===== src/rtl/vga_pkg.sv =====
// vga_pkg: shared widths, starvation limit and arbiter state encoding for the character RAM path.
package vga_pkg;
    localparam int VGA_ADDR_W       = 12;
    localparam int VGA_DATA_W       = 8;
    localparam int VGA_STARVE_LIMIT = 800;
    localparam int FCNT_W           = 16;
    typedef enum logic [1:0] {IDLE, READ, WRITE, FORCE} arb_state_t;
endpackage


===== src/rtl/char_ram_arbiter_if.sv =====
// char_ram_arbiter_if: video read, update write and single-port RAM signals of the character arbiter.
interface char_ram_arbiter_if #(
    parameter int ADDR_W = 12,
    parameter int DATA_W = 8
);
    logic              vid_rd_en;
    logic [ADDR_W-1:0] vid_addr;
    logic [DATA_W-1:0] vid_data;
    logic              vid_valid;
    logic              vid_stale;
    logic              wr_req;
    logic [ADDR_W-1:0] wr_addr;
    logic [DATA_W-1:0] wr_data;
    logic              wr_ack;
    logic [ADDR_W-1:0] mem_addr;
    logic [DATA_W-1:0] mem_wdata;
    logic              mem_we;
    logic [DATA_W-1:0] mem_rdata;
    logic [15:0]       forced_cnt;
    modport master (
        output vid_rd_en, vid_addr, wr_req, wr_addr, wr_data, mem_rdata,
        input  vid_data, vid_valid, vid_stale, wr_ack, mem_addr, mem_wdata, mem_we, forced_cnt
    );
    modport slave (
        input  vid_rd_en, vid_addr, wr_req, wr_addr, wr_data, mem_rdata,
        output vid_data, vid_valid, vid_stale, wr_ack, mem_addr, mem_wdata, mem_we, forced_cnt
    );
endinterface


===== src/rtl/sat_counter.sv =====
// sat_counter: up-counter with synchronous clear that sticks at LIMIT instead of wrapping.
module sat_counter #(
    parameter int W     = 16,
    parameter int LIMIT = 65535
) (
    input  logic         clk,
    input  logic         rst_n,
    input  logic         i_inc,
    input  logic         i_clr,
    output logic [W-1:0] o_cnt
);
    logic [W-1:0] r_cnt;
    always_ff @(posedge clk or negedge rst_n)
        if (!rst_n)
            r_cnt <= '0;
        else if (i_clr)
            r_cnt <= '0;
        else if (i_inc && r_cnt != W'(LIMIT))
            r_cnt <= r_cnt + 1'b1;
    assign o_cnt = r_cnt;
endmodule


===== src/rtl/char_ram_arbiter.sv =====
// char_ram_arbiter: shares one single-port character RAM between the video scan and update writes;
// video wins unless a write has starved for STARVE_LIMIT cycles, in which case the read is returned stale.
module char_ram_arbiter
    import vga_pkg::*;
#(
    parameter int ADDR_W       = VGA_ADDR_W,
    parameter int DATA_W       = VGA_DATA_W,
    parameter int STARVE_LIMIT = VGA_STARVE_LIMIT
) (
    input logic             clk,
    input logic             rst_n,
    char_ram_arbiter_if.slave bus
);
    localparam int WAIT_W = $clog2(STARVE_LIMIT + 1);
    logic [WAIT_W-1:0] w_wait;
    logic              w_force, w_read, w_norm, w_wr;
    arb_state_t        r_state;
    logic              r_disp, r_p2_v, r_p2_s;
    // Requiring wr_ack=0 on every grant spaces writes two cycles apart, so held data is never rewritten.
    assign w_force = bus.wr_req && !bus.wr_ack && (w_wait == WAIT_W'(STARVE_LIMIT));
    assign w_read  = bus.vid_rd_en && !w_force;
    assign w_norm  = !bus.vid_rd_en && bus.wr_req && !bus.wr_ack;
    assign w_wr    = w_force || w_norm;
    sat_counter #(.W(WAIT_W), .LIMIT(STARVE_LIMIT)) u_wait (
        .clk   (clk),
        .rst_n (rst_n),
        .i_inc (bus.wr_req),
        .i_clr (w_wr || !bus.wr_req),
        .o_cnt (w_wait)
    );
    sat_counter #(.W(FCNT_W), .LIMIT(65535)) u_forced (
        .clk   (clk),
        .rst_n (rst_n),
        .i_inc (w_force),
        .i_clr (1'b0),
        .o_cnt (bus.forced_cnt)
    );
    always_ff @(posedge clk or negedge rst_n)
        if (!rst_n) begin
            r_state       <= IDLE;
            r_disp        <= 1'b0;
            r_p2_v        <= 1'b0;
            r_p2_s        <= 1'b0;
            bus.mem_addr  <= {ADDR_W{1'b0}};
            bus.mem_wdata <= {DATA_W{1'b0}};
            bus.mem_we    <= 1'b0;
            bus.wr_ack    <= 1'b0;
            bus.vid_data  <= {DATA_W{1'b0}};
            bus.vid_valid <= 1'b0;
            bus.vid_stale <= 1'b0;
        end else begin
            r_state       <= w_force ? FORCE : w_read ? READ : w_norm ? WRITE : IDLE;
            r_disp        <= w_force && bus.vid_rd_en;
            bus.mem_we    <= w_wr;
            bus.wr_ack    <= w_wr;
            if (w_wr) begin
                bus.mem_addr  <= bus.wr_addr;
                bus.mem_wdata <= bus.wr_data;
            end else if (w_read)
                bus.mem_addr  <= bus.vid_addr;
            // RAM output lands one cycle after the address, so the return is sampled one stage later.
            r_p2_v        <= (r_state == READ) || r_disp;
            r_p2_s        <= r_disp;
            bus.vid_valid <= r_p2_v;
            bus.vid_stale <= r_p2_v && r_p2_s;
            if (r_p2_v && !r_p2_s)
                bus.vid_data <= bus.mem_rdata;
        end
endmodule


===== src/flat_wrapper.sv =====
// flat-port wrapper written by rule: the top's interface ports become plain ports
module char_ram_arbiter_flat import vga_pkg::*;
#(
    parameter int ADDR_W       = VGA_ADDR_W,
    parameter int DATA_W       = VGA_DATA_W,
    parameter int STARVE_LIMIT = VGA_STARVE_LIMIT
)
  (clk, rst_n, bus_vid_rd_en, bus_vid_addr, bus_wr_req, bus_wr_addr, bus_wr_data, bus_mem_rdata, bus_vid_data, bus_vid_valid, bus_vid_stale, bus_wr_ack, bus_mem_addr, bus_mem_wdata, bus_mem_we, bus_forced_cnt);
  char_ram_arbiter_if #(.ADDR_W(ADDR_W), .DATA_W(DATA_W)) bus_i ();
  input logic clk;
  input logic rst_n;
  input wire logic [$bits(bus_i.vid_rd_en)-1:0] bus_vid_rd_en;
  input wire logic [$bits(bus_i.vid_addr)-1:0] bus_vid_addr;
  input wire logic [$bits(bus_i.wr_req)-1:0] bus_wr_req;
  input wire logic [$bits(bus_i.wr_addr)-1:0] bus_wr_addr;
  input wire logic [$bits(bus_i.wr_data)-1:0] bus_wr_data;
  input wire logic [$bits(bus_i.mem_rdata)-1:0] bus_mem_rdata;
  output wire logic [$bits(bus_i.vid_data)-1:0] bus_vid_data;
  output wire logic [$bits(bus_i.vid_valid)-1:0] bus_vid_valid;
  output wire logic [$bits(bus_i.vid_stale)-1:0] bus_vid_stale;
  output wire logic [$bits(bus_i.wr_ack)-1:0] bus_wr_ack;
  output wire logic [$bits(bus_i.mem_addr)-1:0] bus_mem_addr;
  output wire logic [$bits(bus_i.mem_wdata)-1:0] bus_mem_wdata;
  output wire logic [$bits(bus_i.mem_we)-1:0] bus_mem_we;
  output wire logic [$bits(bus_i.forced_cnt)-1:0] bus_forced_cnt;
  assign bus_i.vid_rd_en = bus_vid_rd_en;
  assign bus_i.vid_addr = bus_vid_addr;
  assign bus_i.wr_req = bus_wr_req;
  assign bus_i.wr_addr = bus_wr_addr;
  assign bus_i.wr_data = bus_wr_data;
  assign bus_i.mem_rdata = bus_mem_rdata;
  assign bus_vid_data = bus_i.vid_data;
  assign bus_vid_valid = bus_i.vid_valid;
  assign bus_vid_stale = bus_i.vid_stale;
  assign bus_wr_ack = bus_i.wr_ack;
  assign bus_mem_addr = bus_i.mem_addr;
  assign bus_mem_wdata = bus_i.mem_wdata;
  assign bus_mem_we = bus_i.mem_we;
  assign bus_forced_cnt = bus_i.forced_cnt;
  char_ram_arbiter #(.ADDR_W(ADDR_W), .DATA_W(DATA_W), .STARVE_LIMIT(STARVE_LIMIT)) u_core (.clk(clk), .rst_n(rst_n), .bus(bus_i));
endmodule

===== config.mk =====
export PLATFORM = sky130hd
export DESIGN_NAME = char_ram_arbiter_flat
export DESIGN_NICKNAME = d
export VERILOG_FILES = /design/src/rtl/vga_pkg.sv /design/src/rtl/char_ram_arbiter_if.sv /design/src/rtl/sat_counter.sv /design/src/rtl/char_ram_arbiter.sv /design/src/flat_wrapper.sv
export SDC_FILE = /design/constraint.sdc
export NUM_CORES = 1
export LEC_CHECK = 0
export CAP_MARGIN = 15
export CORE_MARGIN = 5
export CORE_UTILIZATION = 48
export DETAILED_ROUTE_END_ITERATION = 8
export GPL_ROUTABILITY_DRIVEN = 0
export GPL_TIMING_DRIVEN = 0
export PLACE_DENSITY = 0.81
export RECOVER_POWER = 25
export SYNTH_ARGS = -nofsm -noshare
export SYNTH_HDL_FRONTEND = slang
export SYNTH_HIERARCHICAL = 1
export SYNTH_SLANG_ARGS = --single-unit

===== constraint.sdc =====
create_clock -name clk -period 2.8 [get_ports clk]
set_input_delay 0.28 -clock clk [delete_from_list [all_inputs] [get_ports clk]]
set_output_delay 0.28 -clock clk [all_outputs]
set_load 0.005 [all_outputs]

==> impl_metrics.json, run 1 <==
{
  "outcome": "finished, final reports clean",
  "ys_types": 48,
  "end_kind": "register",
  "clockRootBuffer": "clkbuf_8",
  "grt_overflow": 0,
  "hold_slack_ps": 380.3,
  "wl_per_cell_um": 16.23,
  "clock-skew-final_ps": 7.205,
  "fin_crit_ps": 2548,
  "areaGrowthSynthToFinish_pct": 39.99,
  "fin_crit_sh_pct": 91.00,
  "cts.sinks": 62,
  "track_usage_pct": 18.23,
  "yosys_warnings": 6,
  "synthArstFlopShare_pct": 100.0,
  "worstMarginPinSlew_ps": 1285,
  "synthTopCellsByArea": "dfrtp_1 (49%), mux2_4 (8.6%), mux2_2 (7.9%), a21oi_1 (2.9%), o31ai_1 (1.9%)",
  "antenna_found_initial": 0,
  "crit_slowest_cell": "or4_2",
  "synth_edf_count": 0,
  "ant_nets": 0,
  "place_ws_ps": -77.37,
  "finalNonFillerCells": 446,
  "total_power_mw": 2.289,
  "worstSkewPairLatency_ps": 340,
  "die_h_um": 90.94,
  "start_kind": "input port",
  "die-area_sq_mm": 0.008269,
  "setup_tns_ps": 0,
  "grt_pass1_wl_um": 12220,
  "crit_arrival_ps": 2810,
  "ys_ff_latch": 62,
  "numPortBuffers": 90,
  "num_antenna_cells": 0,
  "fin_util_pct": 69.32,
  "min_path_type": "register to register",
  "dr.pass1.iters": 5,
  "final_cell_mix": "clkdlybuf4s50_1 (89), dfrtp_1 (62), mux2_2 (22), mux2_4 (18), a21oi_1 (18)",
  "worst_ir_drop_vdd_v": 0.0003873,
  "ctsHtreeMaxLevel": 3,
  "numCtsBuffers": 9,
  "die_w_um": 90.94,
  "netlist_area_sq_mm": 0.003144,
  "post-dp-hpwl_um": 5395,
  "setup_violations": 0,
  "rr_worst_depth": 6,
  "synth_top_area_share_pct": 49.34,
  "cts_tree": "built",
  "fillers": 476,
  "synth_cells": 260,
  "wl_um": 7238,
  "clockBufferDepth": 2,
  "drtIter0Drc": 84,
  "power_density_mw_per_mm2": 520.0,
  "path_max_fanout": 10,
  "cpPeakStageDelay_ps": 690,
  "ios": 92,
  "slew_viol_final": 0,
  "drcViolationCount": 0,
  "crit_required_ps": 3060,
  "dpl_cell_area_sq_mm": 0.004160,
  "hold_viol": 0,
  "initial_core_util_pct": 49.52,
  "layout_commonest_cell": "clkdlybuf4s50_1",
  "core_area_sq_mm": 0.006350,
  "cts_resized": 0,
  "drv_cap": 0,
  "rsz0062_at_grt": "no",
  "std_cell_rows": 29,
  "grt_max_degree": 42,
  "layout-drive-gt1-share_pct": 21.14,
  "nets": 411,
  "slew_headroom_pct": 14.35,
  "viasPerCell": 5.543,
  "leakagePower_nw": 1.869,
  "fin_area_sq_mm": 0.004402,
  "place_inst": 429,
  "setup_ws_ps": 251.9,
  "clk_pin_slew_ps": 70,
  "synthFlopType": "dfrtp_1",
  "seq_area_frac_synth_pct": 49.34,
  "whs_path_depth": 0,
  "timing.fmax_mhz": 392.5,
  "syn_avg_cell_area_sq_um": 12.09,
  "grt_pass1_vias": 2531,
  "crit_type": "input port to register",
  "ff2ff_setup_slack_ps": 340,
  "cp_cell_sequence": "clkdlybuf4s50_1 > nor4b_4 > and3_1 > inv_1 > clkbuf_1 > or4_2 > a21oi_1",
  "vias": 2472,
  "synth_top_cell_by_area": "dfrtp_1"
}
[power breakdown]
group          internal (mW)  leakage (nW)  switching (mW)  total [mW]
sequential             0.963         0.793          0.0425        1.01
combinational          0.264         0.960           0.122       0.386
clock                  0.549         0.116           0.348       0.898
[layout make-up]
class	instances	area (sq um)	share of cell area [%]
clock buffer	11	151.4	3.439
tap	77	96.34	2.189
clock inverter	5	81.33	1.848
sequential	62	1551	35.25
timing repair buffer	92	924.6	21.01
buffer	12	72.57	1.649
inverter	10	37.54	0.8528
multi-input combinational	177	1486	33.77
[critical path, delay by kind of cell]
| kind | cells | cell delay [ps] |
|---|---|---|
| AND/OR/NAND/NOR | 3 | 1350 |
| buffers and inverters | 3 | 1000 |
| AO/OA/AOI/OAI | 1 | 170 |
[synth_stat cells (2+ instances only)]
cell,count
o21ai_1,3
and4_2,2
o31ai_1,8
buf_6,3
or4_2,2
ha_1,3
or3_1,6
nor2b_1,8
o21ai_0,4
inv_1,10
nand4_2,2
clkbuf_1,7
or4_1,6
nor4b_4,2
nor4_1,5
nand3b_1,4
nand4_1,9
mux2_4,18
mux2_1,5
mux2_2,22
a21oi_1,18
dfrtp_1,62
and2_1,3
nand3_1,5
nor3b_1,2
and3_1,3
nor2_1,7
nand2_1,11
[metal layers]
| layer | global-route usage [%] | part of all wire [%] | vias up |
|---|---|---|---|
| met4 | 7.457 | 0.99 | 0 |
| met5 | 0 | 0 | - |
| met1 | 21.75 | 40 | 1215 |
| met3 | 5.372 | 6.5 | 8 |
| li1 | - | - | 1171 |
| met2 | 30.77 | 53 | 78 |
[worst paths after layout]
| path | start | endpoint |
|---|---|---|
| worst min register to register | u_core/r_disp | u_core/r_p2_s |
| worst max register to register | u_core/u_wait/o_cnt[2] | u_core/u_forced/o_cnt[3] |
| max in group asynchronous | rst_n | u_core/bus.vid_data[0] |
| min in group asynchronous | rst_n | u_core/u_forced/o_cnt[14] |
| worst max-delay path | bus_wr_req | u_core/u_forced/o_cnt[3] |
| worst min-delay path | u_core/r_disp | u_core/r_p2_s |
[logic make-up after synthesis]
logic type	synth area share, %
other cells	0.1193
xor+xnor	0.5572
fa+ha+maj	1.194
simple gates	18.78
mux	18.26
flops	49.34
buf+inv	3.502
compound gates	8.237
[flip-flops by register name (all words and copies together), names as in the netlist]
name	count
u_core/bus.mem_addr	12
u_core/bus.vid_data	8
u_core/bus.mem_we	1
u_core/r_p2_v	1
u_core/bus.mem_wdata	8
u_core/u_forced/o_cnt	16
u_core/r_p2_s	1
u_core/u_wait/o_cnt	10
u_core/r_disp	1
u_core/r_state	2
u_core/bus.vid_stale	1
u_core/bus.vid_valid	1
[timing repair]
item,CTS,global route
endpoints found under the hold margin,21,0
buffers inserted,0,0
hold buffers,1,0
Power figures use the tool's default switching activity.
==> run 2: changes to the inputs <==
GPL_TIMING_DRIVEN = 1   (was 0)
==> impl_metrics.json, run 2 (synthesis results as in run 1) <==
{
  "outcome": "finished, final reports clean",
  "antenna_found_initial": 0,
  "setup_tns_ps": 0,
  "switchingPower_mw": 0.5075,
  "busiest_layer": "met2",
  "die_w_um": 90.94,
  "areaGrowthSynthToFinish_pct": 37.72,
  "path_max_fanout": 18,
  "num_antenna_cells": 0,
  "slew_viol_final": 0,
  "post-dp-hpwl_um": 5309,
  "end_kind": "register",
  "r2r_start": "u_core/u_wait/o_cnt[4]",
  "ctsHtreeMaxLevel": 3,
  "largest_reg_flops": 16,
  "nets": 408,
  "clk_pin_slew_ps": 70,
  "core_area_sq_mm": 0.006350,
  "cts.sinks": 62,
  "power_density_mw_per_mm2": 485.2,
  "clockRootBuffer": "clkbuf_8",
  "share_seq_of_total_power_pct": 47.8,
  "die-area_sq_mm": 0.008269,
  "setup_ws_ps": 482.8,
  "start_kind": "register",
  "numCtsBuffers": 9,
  "initial_core_util_pct": 49.52,
  "p_comb_share_pct": 18.2,
  "cts_tree": "built",
  "drv_cap": 0,
  "final_cell_mix": "clkdlybuf4s50_1 (90), dfrtp_1 (62), mux2_2 (22), mux2_4 (18), a21oi_1 (18)",
  "worst_ir_drop_vdd_v": 0.0002807,
  "slew_headroom_pct": 14.34,
  "grt_pass1_wl_um": 12180,
  "grt_pass1_vias": 2428,
  "met2_usage_pct": 30.77,
  "std_cell_rows": 29,
  "crit_arrival_ps": 2560,
  "clockBufferDepth": 2,
  "dpl_cell_area_sq_mm": 0.004154,
  "setup_violations": 0,
  "place_ws_ps": 365.2,
  "crit_required_ps": 3050,
  "whs_path_depth": 0,
  "crit_type": "register to register",
  "dr.pass1.iters": 4,
  "timing.rr.end": "u_core/u_forced/o_cnt[7]",
  "rsz0062_at_grt": "no",
  "vias": 2446,
  "viasPerCell": 5.521,
  "ff2ff_setup_slack_ps": 480,
  "fin_util_pct": 68.20,
  "grt_overflow": 0,
  "drtIter0Drc": 141,
  "numPortBuffers": 91,
  "grt_use_met1_pct": 22.74,
  "whs_endpoint": "u_core/r_p2_s",
  "wl_per_cell_um": 16.51,
  "fin_crit_ps": 2317,
  "switching_share_pct": 24.16,
  "ant_nets": 0,
  "ios": 92,
  "grt_max_degree": 24,
  "internal_power_mw": 1.593,
  "hold_viol": 0,
  "layout_commonest_cell": "clkdlybuf4s50_1",
  "leakagePower_nw": 1.841,
  "timing.fmax_mhz": 431.6,
  "worstSkewPairLatency_ps": 320,
  "clock-skew-final_ps": 10.40,
  "worstMarginPinSlew_ps": 1285,
  "hold_start": "u_core/r_disp",
  "rr_worst_depth": 6,
  "hold_slack_ps": 389.3,
  "fin_crit_sh_pct": 82.76,
  "min_path_type": "register to register",
  "layout-drive-gt1-share_pct": 21.86,
  "fin_area_sq_mm": 0.004330,
  "drcViolationCount": 0,
  "clockPowerShare_pct": 33.9,
  "use_met3_pct": 4.711,
  "track_usage_pct": 18.04,
  "die_h_um": 90.94,
  "wl_um": 7313
}
[run 2: what timing repair did]
| item | CTS | global route |
|---|---|---|
| gates resized for setup | 0 | 0 |
| setup endpoints to repair | 0 | 0 |
| endpoints found under the hold margin | 21 | 0 |
| hold buffers | 1 | 0 |
| buffers inserted | 0 | 0 |
[run 2: how the worst max path moves through the flow]
| stage | from | end | slack [ps] |
|---|---|---|---|
| after floorplan | u_core/u_wait/o_cnt[2] | u_core/u_forced/o_cnt[3] | 690 |
| after global placement | bus_wr_req | u_core/u_forced/o_cnt[7] | 440 |
| after detailed placement | bus_wr_req | u_core/u_forced/o_cnt[7] | 370 |
| after CTS | u_core/u_wait/o_cnt[2] | u_core/u_forced/o_cnt[7] | 510 |
| after global routing | u_core/u_wait/o_cnt[0] | u_core/u_forced/o_cnt[6] | 360 |
| final | u_core/u_wait/o_cnt[4] | u_core/u_forced/o_cnt[7] | 480 |
[run 2: area by class of cell]
| cell class | count | area (sq um) |
|---|---|---|
| fillers | 487 | 2019 |
| flip-flops and latches | 62 | 1551 |
| multi-input cells | 177 | 1480 |
| repair buffers | 101 | 979.7 |
| clock buffers | 11 | 151.4 |
| well taps | 77 | 96.34 |
| inverters | 10 | 37.54 |
| clock inverters | 5 | 33.78 |
[run 2: critical path: stages (launching register included)]
cell and delay, ps:
dfrtp_1 490, nor4b_4 370, and3_1 250, inv_1 220, buf_4 230, or4_1 520, a21oi_1 160
[run 2: per-layer routing]
metal  vias to the layer above  share of wire (%)
met4                         0               0.44
met1                      1212                 42
met5                         -                  0
met3                         2                5.5
li1                       1160                  -
met2                        72                 52
[run 2: power by group through the flow]
stage / clock network, mW / logic [mW] / registers [mW]
floorplan: 0 / 0.151 / 1.02
global placement: 0 / 0.377 / 1.02
detailed placement: 0 / 0.389 / 1.02
CTS: 0.736 / 0.391 / 1.01
global route: 0.779 / 0.412 / 1.01
finish: 0.713 / 0.383 / 1.01
[run 2: stage by stage]
step	cells	total power, mW
5_1_grt	443	2.205
3_3_place_gp	426	1.396
4_1_cts	443	2.134
3_5_place_dp	426	1.410
6_report	443	2.101
2_1_floorplan	261	1.174
==> run 3: changes to the inputs <==
CORE_UTILIZATION = 43   (was 48)
PLACE_DENSITY = 0.77   (was 0.81)
clock period = 2.08 ns   (was 2.8 ns; I/O delays follow)
==> impl_metrics.json, run 3 (synthesis results as in run 1) <==
{
  "numCtsBuffers": 9,
  "leakagePower_nw": 1.977,
  "start_kind": "register",
  "timing.fmax_mhz": 505.9,
  "die-area_sq_mm": 0.009122,
  "post-dp-hpwl_um": 5616,
  "setup_ws_ps": 103.3,
  "numPortBuffers": 91,
  "setup_violations": 0,
  "ios": 92,
  "track_usage_pct": 17.21,
  "layout-drive-gt1-share_pct": 27.58,
  "largest_reg_flops": 16,
  "clockBufferDepth": 2,
  "nets": 430,
  "cts_tree": "built",
  "worstMarginPinSlew_ps": 1331,
  "clock-skew-final_ps": 7.836,
  "whs_path_depth": 0,
  "clockRootBuffer": "clkbuf_8",
  "outcome": "finished, final reports clean",
  "ff2ff_setup_slack_ps": 100,
  "place_ws_ps": -131.5,
  "end_kind": "register",
  "rr_worst_depth": 6,
  "viasPerCell": 5.121,
  "clk_pin_slew_ps": 70,
  "grt_overflow": 0,
  "power_density_mw_per_mm2": 636.9,
  "grt_pass1_vias": 2616,
  "num_antenna_cells": 0,
  "slew_headroom_pct": 11.25,
  "die_w_um": 95.51,
  "ctsHtreeMaxLevel": 3,
  "dr.pass1.iters": 4,
  "grt_max_degree": 41,
  "drtIter0Drc": 59,
  "crit_arrival_ps": 2220,
  "fin_crit_sh_pct": 95.04,
  "min_path_type": "register to register",
  "fin_crit_ps": 1977,
  "dpl_cell_area_sq_mm": 0.004382,
  "cts.sinks": 62,
  "std_cell_rows": 31,
  "crit_type": "register to register",
  "drcViolationCount": 0,
  "wl_per_cell_um": 15.47,
  "crit_required_ps": 2320,
  "initial_core_util_pct": 43.82,
  "worst_ir_drop_vdd_v": 0.0003354,
  "wl_um": 7535,
  "layout_commonest_cell": "clkdlybuf4s50_1",
  "drv_cap": 0,
  "antenna_found_initial": 0,
  "finalNonFillerCells": 487,
  "final_cell_mix": "clkdlybuf4s50_1 (90), dfrtp_1 (61), buf_4 (28), mux2_2 (22)",
  "grt_pass1_wl_um": 12210,
  "fillers": 572,
  "fin_area_sq_mm": 0.004627,
  "rsz0062_at_grt": "yes",
  "core_area_sq_mm": 0.007176,
  "hold_viol": 0,
  "vias": 2494,
  "ant_nets": 0,
  "die_h_um": 95.51,
  "slew_viol_final": 0,
  "place_inst": 469,
  "worstSkewPairLatency_ps": 330,
  "path_max_fanout": 11,
  "areaGrowthSynthToFinish_pct": 47.15
}
## run 3: cell count changes in the layout (fill, tap and decap cells not counted), moves of 2 or more
cell    previous run  this run
buf_12             0         3
nor4_1             5         2
nor4_2             0         2
buf_4              8        28
## run 3: report_power, final
part           switching [mW]  internal [mW]  total [mW]
registers              0.0496           1.30        1.35
clock network           0.466          0.586        1.05
logic                   0.176          0.374       0.549
total                   0.691           2.26        2.95
## run 3: worst max-delay path: stages, from the launching register on
cell and delay, ps:
dfrtp_1 410, ha_1 250, nand4_2 150, nor4_4 560, buf_4 270, nor3_1 70, a211oi_2 180
## run 3: final timing paths
kind,startpoint,end
setup / recovery,u_core/u_forced/o_cnt[1],u_core/u_forced/o_cnt[4]
hold / removal,u_core/r_disp,u_core/r_p2_s
setup reg to reg,u_core/u_forced/o_cnt[1],u_core/u_forced/o_cnt[4]
hold reg to reg,u_core/r_disp,u_core/r_p2_s
max in group asynchronous,rst_n,u_core/u_wait/o_cnt[6]
min in group asynchronous,rst_n,u_core/u_forced/o_cnt[14]
## run 3: metrics by stage
step | TNS, ps | utilization, % | hold slack, ps | total power, mW
2_1_floorplan | 0 | - | -87.59 | 1.580
3_3_place_gp | -464.1 | 61.06 | 225.2 | 1.901
3_5_place_dp | -699.2 | 61.06 | 223.9 | 1.921
4_1_cts | 0 | 63.99 | 381.3 | 2.991
5_1_grt | -34.29 | 64.48 | 403.6 | 3.088
6_report | 0 | 64.48 | 381.5 | 2.947
## run 3: per-layer routing
metal | vias up | track usage, % | part of all wire [%]
li1 | 1209 | - | -
met1 | 1217 | 20.35 | 42
met2 | 59 | 29.21 | 53
met3 | 9 | 5.288 | 4.8
met4 | 0 | 6.754 | 1.1
met5 | - | 0 | 0
## run 3: cell type report
type | instances | area, sq um | area share (%)
Tap cell | 99 | 123.9 | 2.677
Clock inverter | 5 | 58.81 | 1.271
Timing Repair Buffer | 123 | 1185 | 25.61
Sequential cell | 62 | 1553 | 33.56
Clock buffer | 11 | 141.4 | 3.056
Multi-Input combinational cell | 177 | 1528 | 33.02
Inverter | 10 | 37.54 | 0.8112
## run 3: what timing repair did
item,4_1_cts,5_1_grt
resized for setup,0,5
endpoints found under the hold margin,22,0
hold buffers,1,0
buffers inserted,0,1
setup endpoints to repair,0,5
